### src/rtl/rf_arb_pkg.sv
// Shared types and helpers for the register-file write arbiter.
//   arb_state_e : arbiter FSM state (free arbitration / locked burst owner)
//   rr_pick_t   : result of a round-robin search (found flag + index)
//   src_w()     : index width for a given requester count
//   rr_pick()   : first valid requester at or after ptr, wrapping modulo n
package rf_arb_pkg;

    typedef enum logic {
        ARB  = 1'b0,
        LOCK = 1'b1
    } arb_state_e;

    localparam int unsigned MAX_REQ = 8;
    localparam int unsigned IDX_W   = 3;

    typedef struct packed {
        logic             found;
        logic [IDX_W-1:0] idx;
    } rr_pick_t;

    // Index width for n requesters; never narrower than one bit.
    function automatic int unsigned src_w(input int unsigned n);
        return (n > 1) ? $clog2(n) : 1;
    endfunction

    // Rotating priority search; ptr < n is assumed, so a single subtract wraps.
    function automatic rr_pick_t rr_pick(input logic [MAX_REQ-1:0] valid,
                                         input logic [IDX_W-1:0]   ptr,
                                         input int unsigned        n);
        rr_pick_t    p;
        int unsigned i;
        p = '0;
        for (int unsigned k = 0; k < MAX_REQ; k++) begin
            if (k < n) begin
                i = 32'(ptr) + k;
                if (i >= n) begin
                    i = i - n;
                end
                if (!p.found && valid[IDX_W'(i)]) begin
                    p.found = 1'b1;
                    p.idx   = IDX_W'(i);
                end
            end
        end
        return p;
    endfunction

endpackage

### src/rtl/rf_write_arbiter_rr.sv
// Combinational round-robin arbiter.
//   valid : per-requester request
//   ptr   : index holding highest priority this cycle
//   grant : one-hot grant (all zero when nothing is valid)
//   idx   : binary index of the granted requester
//   found : at least one requester is valid
module rr_arbiter
    import rf_arb_pkg::*;
#(
    parameter int unsigned NUM_REQ = 3,
    parameter int unsigned SRC_W   = 2
) (
    input  logic [NUM_REQ-1:0] valid,
    input  logic [SRC_W-1:0]   ptr,
    output logic [NUM_REQ-1:0] grant,
    output logic [SRC_W-1:0]   idx,
    output logic               found
);

    rr_pick_t pick;

    // Rotate priority from ptr and expand the winner to one-hot.
    always_comb begin
        pick  = rr_pick(MAX_REQ'(valid), IDX_W'(ptr), NUM_REQ);
        found = pick.found;
        idx   = SRC_W'(pick.idx);
        grant = '0;
        if (pick.found) begin
            grant[idx] = 1'b1;
        end
    end

endmodule

### src/rtl/rf_write_arbiter.sv
// Shares the single write port of the vector register bank among NUM_REQ
// writers with round-robin arbitration and optional burst locking.
//   clk, reset          : clock, asynchronous active-low reset
//   req_valid/req_ready : per-requester valid/ready handshake
//   req_lock            : hold the grant after this beat (multi-beat burst)
//   req_addr/req_data   : packed per-requester address/data, i at [i*W +: W]
//   wr_en/addr/data/src : registered single-entry write beat to the bank
//   wr_ready            : bank consumes the wr_* beat this cycle
module rf_write_arbiter
    import rf_arb_pkg::*;
#(
    parameter int unsigned NUM_REQ = 3,
    parameter int unsigned ADDR_W  = 4,
    parameter int unsigned DATA_W  = 16,
    localparam int unsigned SRC_W  = src_w(NUM_REQ)
) (
    input  logic                      clk,
    input  logic                      reset,
    input  logic [NUM_REQ-1:0]        req_valid,
    input  logic [NUM_REQ-1:0]        req_lock,
    input  logic [NUM_REQ*ADDR_W-1:0] req_addr,
    input  logic [NUM_REQ*DATA_W-1:0] req_data,
    output logic [NUM_REQ-1:0]        req_ready,
    output logic                      wr_en,
    output logic [ADDR_W-1:0]         wr_addr,
    output logic [DATA_W-1:0]         wr_data,
    output logic [SRC_W-1:0]          wr_src,
    input  logic                      wr_ready
);

    arb_state_e         state;
    logic [SRC_W-1:0]   ptr;
    logic [SRC_W-1:0]   owner;

    logic [NUM_REQ-1:0] arb_grant;
    logic [SRC_W-1:0]   arb_idx;
    logic               arb_found;

    logic               free;
    logic               accept;
    logic [SRC_W-1:0]   sel;
    logic               sel_lock;
    logic [ADDR_W-1:0]  sel_addr;
    logic [DATA_W-1:0]  sel_data;

    rr_arbiter #(
        .NUM_REQ (NUM_REQ),
        .SRC_W   (SRC_W)
    ) u_rr (
        .valid (req_valid),
        .ptr   (ptr),
        .grant (arb_grant),
        .idx   (arb_idx),
        .found (arb_found)
    );

    // Output stage can take a new beat when empty or being drained now.
    assign free = !wr_en || wr_ready;

    // Ready depends only on control state and valids; forced low in reset.
    always_comb begin
        req_ready = '0;
        sel       = arb_idx;
        if (reset) begin
            if (state == LOCK) begin
                // Owner keeps the port even while idle; everyone else waits.
                sel              = owner;
                req_ready[owner] = free;
            end else if (arb_found) begin
                req_ready = arb_grant & {NUM_REQ{free}};
            end
        end
    end

    assign accept   = |(req_valid & req_ready);
    assign sel_lock = req_lock[sel];

    // Payload mux for the selected requester.
    always_comb begin
        sel_addr = '0;
        sel_data = '0;
        for (int unsigned i = 0; i < NUM_REQ; i++) begin
            if (sel == SRC_W'(i)) begin
                sel_addr = req_addr[i*ADDR_W +: ADDR_W];
                sel_data = req_data[i*DATA_W +: DATA_W];
            end
        end
    end

    // FSM, rotation pointer, burst owner and the registered write beat.
    always_ff @(posedge clk or negedge reset) begin
        if (!reset) begin
            state   <= ARB;
            ptr     <= '0;
            owner   <= '0;
            wr_en   <= 1'b0;
            wr_addr <= '0;
            wr_data <= '0;
            wr_src  <= '0;
        end else if (accept) begin
            wr_en   <= 1'b1;
            wr_addr <= sel_addr;
            wr_data <= sel_data;
            wr_src  <= sel;
            owner   <= sel;
            ptr     <= (sel == SRC_W'(NUM_REQ - 1)) ? '0 : sel + SRC_W'(1);
            state   <= sel_lock ? LOCK : ARB;
        end else if (free) begin
            // Address and data hold; only the strobe drops.
            wr_en <= 1'b0;
        end
    end

endmodule

### config.mk
export PLATFORM = sky130hd
export DESIGN_NAME = rf_write_arbiter
export DESIGN_NICKNAME = d
export VERILOG_FILES = /design/src/rtl/rf_arb_pkg.sv /design/src/rtl/rf_write_arbiter_rr.sv /design/src/rtl/rf_write_arbiter.sv
export SDC_FILE = /design/constraint.sdc
export NUM_CORES = 1
export LEC_CHECK = 0
export ABC_AREA = 1
export CORE_AREA = 2 2 74 55
export DETAILED_ROUTE_END_ITERATION = 16
export DIE_AREA = 0 0 76 57
export DONT_BUFFER_PORTS = 1
export PLACE_DENSITY = 0.77
export SKIP_LAST_GASP = 1
export SLEW_MARGIN = 0
export SYNTH_ARGS = -nofsm -noshare
export SYNTH_HDL_FRONTEND = slang
export SYNTH_SLANG_ARGS = --single-unit
### constraint.sdc
create_clock -name clk -period 6.4 [get_ports clk]
set_clock_uncertainty 0.2 [all_clocks]
set_input_delay 1.6 -clock clk [delete_from_list [all_inputs] [get_ports clk]]
set_output_delay 1.6 -clock clk [all_outputs]
set_load 0.05 [all_outputs]
* After elaboration in Yosys (flattened, before gate mapping) *
Index checks and enable logic that the tools add are counted.

storage, ports and cells
  flip-flop bits (word level) = 26
  logic and storage cells = 73
  output and inout bits = 26
  bits of input ports = 69

cells by class
  bitwise operators = 3
  muxes and demuxes = 34
  add/sub/neg operators = 6
  order comparisons = 11
  equal/unequal tests = 2
  reductions and logical operators = 11

operator list
  cell                 number
  $ge 32x2->1 const B  2
  $mux 16              3
  $mux 4               6
  $mux 3               7
  $lt 3x4->1 const B   3
  $and 3x3->3          3
  $bmux 1 s3           3
  $lt 2x3->1 const B   3
  $mux 1               9
  $mux 2               3
  $sub 3x2->3 const B  2
  $demux 1 s2          2
  $ge 2x1->1 const B   2
  $logic_and 1x1->1    4
  $add 2x1->3 const B  1
  $add 2x2->3 const B  1
  $logic_not 1->1      3
  $reduce_or 3->1      1
  $sub 2x2->3 const B  1
  $add 2x1->2 const B  1
  $bmux 1 s2           1
  $eq 2x1->1 const B   1
  $eq 2x2->1 const B   1
  $ge 2x2->1 const B   1
  other kinds (3)      3

* Depth between registers and ports, before layout *
  depth after elaboration = 23
  gate-level depth with buffers = 18
  mapped depth without buffers = 16

* By module *
A second synthesis with hierarchy kept.

second synthesis, totals
  cell total of the unflattened synthesis = 293
  area total of the unflattened synthesis = 2,028.2 um2

by module, submodules not included
  module            area an instance (um2)  seq. area each (um2)  times used  cells each
  rf_write_arbiter  1,739.2                 650.6                 1           242
  rr_arbiter        289.0                   0.0                   1           51

* Worst setup path before layout *
No wires, ideal clock.

  path kind = input port to output port
  from = input port req_valid[1]
  to = output port req_ready[0]
  required time = 4.600 ns
  arrival = 2.527 ns
  cell stages on the path = 7
  slack = 2.073 ns
  buffers on the path = 0
  cells stage by stage = nand2_1 > nand3_1 > nand2_4 > nand3_1 > nand2_2 > nand3_2 > o21bai_4

between the ends
  word-level cells in the longest chain between the ends = 18
  elaborated cells on any way between the ends = 23
  those cells by class = 2 x order compare; 15 x mux; 1 x bitwise; 5 x reduce/logical

ends and longest elaborated chain
  what                                     RTL line                   text
  start: declaration                       rf_write_arbiter.sv:19     input logic [NUM_REQ-1:0] req_valid,
  $bmux 1 s3                               rf_arb_pkg.sv:39           if (!p.found && valid[IDX_W'(i)]) begin
  $mux 1 (implied by the code)             rf_arb_pkg.sv:39
  $mux 4                                   rf_arb_pkg.sv:39
  $logic_not 1->1                          rf_arb_pkg.sv:39
  $logic_and 1x1->1                        rf_arb_pkg.sv:39
  $mux 4                                   rf_arb_pkg.sv:39
  $logic_not 1->1                          rf_arb_pkg.sv:39
  $logic_and 1x1->1                        rf_arb_pkg.sv:39
  (+2 left out)                            --
  $logic_and 1x1->1 (implied by the code)  rf_write_arbiter_rr.sv:29  grant[idx] = 1'b1;
  $mux 1 (implied by the code)             rf_write_arbiter_rr.sv:29
  $demux 1 s2                              --
  $mux 3                                   rf_write_arbiter_rr.sv:28  if (pick.found) begin
  $and 3x3->3                              rf_write_arbiter.sv:70     req_ready = arb_grant & {NUM_REQ{free}};
  $mux 3 (*)                               rf_write_arbiter.sv:69     end else if (arb_found) begin
  $mux 3 (*)                               rf_write_arbiter.sv:65     if (state == LOCK) begin
  $mux 3 (*)                               rf_write_arbiter.sv:64     if (reset) begin
  end: declaration                         rf_write_arbiter.sv:23     output logic [NUM_REQ-1:0] req_ready,

Every way passes the cells marked *; elsewhere a longest branch is shown, timed or not. The select of a mux whose other input is x is not followed.

* Worst setup path after layout *
Same ends and word-level chain as after synthesis.

==> metrics <==
list of most frequent post-synthesis cells=79 x nand3_1, 48 x nand2_1, 46 x nand4_1; ys async rst share=100.0%; count leader, synth=nand3_1; post-synth cell types=27; drt via density=6.422; Avg WL per Cell=16.69 um; clk buf depth=2; first-pass GRT wire length=9397 um; register area share after synthesis=around 29%; max_cap viols=0; cts repair resizes=0; cts hold-fix bufs=0; worst-margin pin slew=719.7 ps; worst slack, placed=1991 ps; GPL Wtd Cong=between 0.9 and 1; CP Max Fanout=5; grt peak-use layer=met2; CTS tree=done; GRT Residual Overflow=0; GR Util met2=42.22%; Ys Warns=0; Worst-path clk slew=about 90 ps; Starting Density=61.63%; HP Class=flop to flop; Main synth FF type=dfrtp_1; DRC Markers=0; antenna violations before repair=0; vias in the first global route=1899; Detailed Route WL=5691 um; footprint of the multi-input gates=~1400 um^2; post-route design area=2266 um^2; startpoint type of the worst setup path=input pin; r2r setup slk=3100 ps; H-tree Lvls=1; hold path cells=2; Reg area=650.6 um^2; First-pass DRT Iterations=4; post-CTS setup buffer count=0; root buffer cell=clkbuf_8; Slew Limit Fails=0; WP data required=4600 ps; Final min period=between 4000 and 5000 ps; placed cell area=2195 um^2; RR Startpoint=ptr[0]; CTS Buf Count=3; maximum number of pins on one net before global-route repair=44; Yosys top cell by area=dfrtp_1; Chip Height=around 57 um; met3 GRT Util=6.804%; die width=76 um; Rel. slew slack=51.85%; critical path arrival=2610 ps; worst-skew pair later-pin latency=270 ps; Setup TNS=0 ps; hold endpoint=state; Worst R2R Path Depth=15; IO Count=95; die area=between 4000 and 5000 um^2; EDFF count, synth=0; unrepaired setup endpoints after global routing=no; Synth top area share=28.65%; Core Area=3685 um^2; cells after synthesis=between 300 and 400; crit path capture type=primary output; worst r2r dst=wr_data[1]; critical path class=input pin to primary output; filler instances=366; GR Layer Usage met1=a little under two fifths; syn_area_per_cell=around 7.4 um^2; post-synthesis register bit count=26; Inserted Diodes=0; total number of vias=~2200; FMAX=0.2269 GHz; Buffers on Ports=0; total track usage=about a quarter; Placement Rows=19; ranking of synthesized cells by area=dfrtp_1 29%, nand3_1 17%, nand4_1 13%; setup ws final=1992 ps; Post-Syn Area=2271 um^2; Syn Nets=~380; hold_sp=state; Detailed Place HPWL=4144 um; nets=about 360; outcome=complete, no violations; ANT nets after route=0; period utilization=just under 70%; Area Growth Syn to Fin=-0.2205%; layout cell share with drive strength beyond 1=20.07%; Final Hold Viols=0; initial drt markers=140; clock sink count=26; count of final setup violators=0
## registers in the layout (all words and copies together) (netlist names)
| register | count |
|---|---|
| wr_data | 16 |
| wr_addr | 4 |
| owner | 2 |
| ptr | 2 |
| state | 1 |
| wr_en | 1 |
## layout by cell type, fill, tap and decap left out, types with 2 or more instances in the layout
master and n:
clkbuf_8 3, dfrtp_1 26, ha_1 5, inv_1 14, inv_2 4, nand2_1 48, nand2_2 29, nand2_4 4
nand3_1 79, nand3_2 6, nand3_4 2, nand4_1 46, nor2_1 6, nor2_2 3, o21ai_0 3
## cells by family (layout without fill, tap and decap cells)
logic type / count (synthesis) / in the layout / share of synthesized area (%)
adders and majority gates: 5 / 5 / 2.755
DFF: 26 / 26 / 28.65
and+or+nand+nor: 227 / 227 / 56.58
buffers and inverters: 43 / 25 / 9.973
AOI/OAI and AO/OA: 6 / 6 / 2.038
## worst max path at each step
stage                  from           end  slack [ps]  cells after the start
2_1_floorplan  req_valid[1]  req_ready[0]        2070                      7
3_3_place_gp   req_valid[0]  req_ready[0]        2010                      8
3_5_place_dp   req_valid[1]  req_ready[0]        1990                      8
4_1_cts        req_valid[1]  req_ready[0]        1990                      8
5_1_grt        req_valid[0]  req_ready[0]        1860                      8
6_report       req_valid[1]  req_ready[0]        1990                      8
## routing by layer
metal	vias to the layer above	part of all wire, %
li1	1040	-
met1	1036	45
met2	110	46
met3	4	8.2
met4	0	0.44
met5	-	0
## through the flow
stage               util (%)  std cells  hold WS, ps
finish                 61.49        341        385.9
global route           61.49        341        433.5
CTS                    61.49        341        374.4
detailed placement     59.56        337        349.3
global placement       59.56        337        340.2
floorplan                  -        307        318.1
## critical path, stage by stage
cell      delay (ps)
inv_2             40
nand2_1           50
nand3_1           80
nand2_1           60
nand2_1          110
a21boi_1         180
nand3_1          130
o21bai_4         370
## final cells by class
type | instances | share of cell area, %
tap | 52 | 2.871
timing repair buffer | 1 | 0.3313
clock inverter | 1 | 1.325
clock buffer | 3 | 1.822
inverter | 20 | 3.424
sequential | 26 | 28.71
multi-input combinational | 238 | 61.51
Power is not shown: default switching activity piles up to over one toggle a cycle in this logic, so the estimate is an artifact.
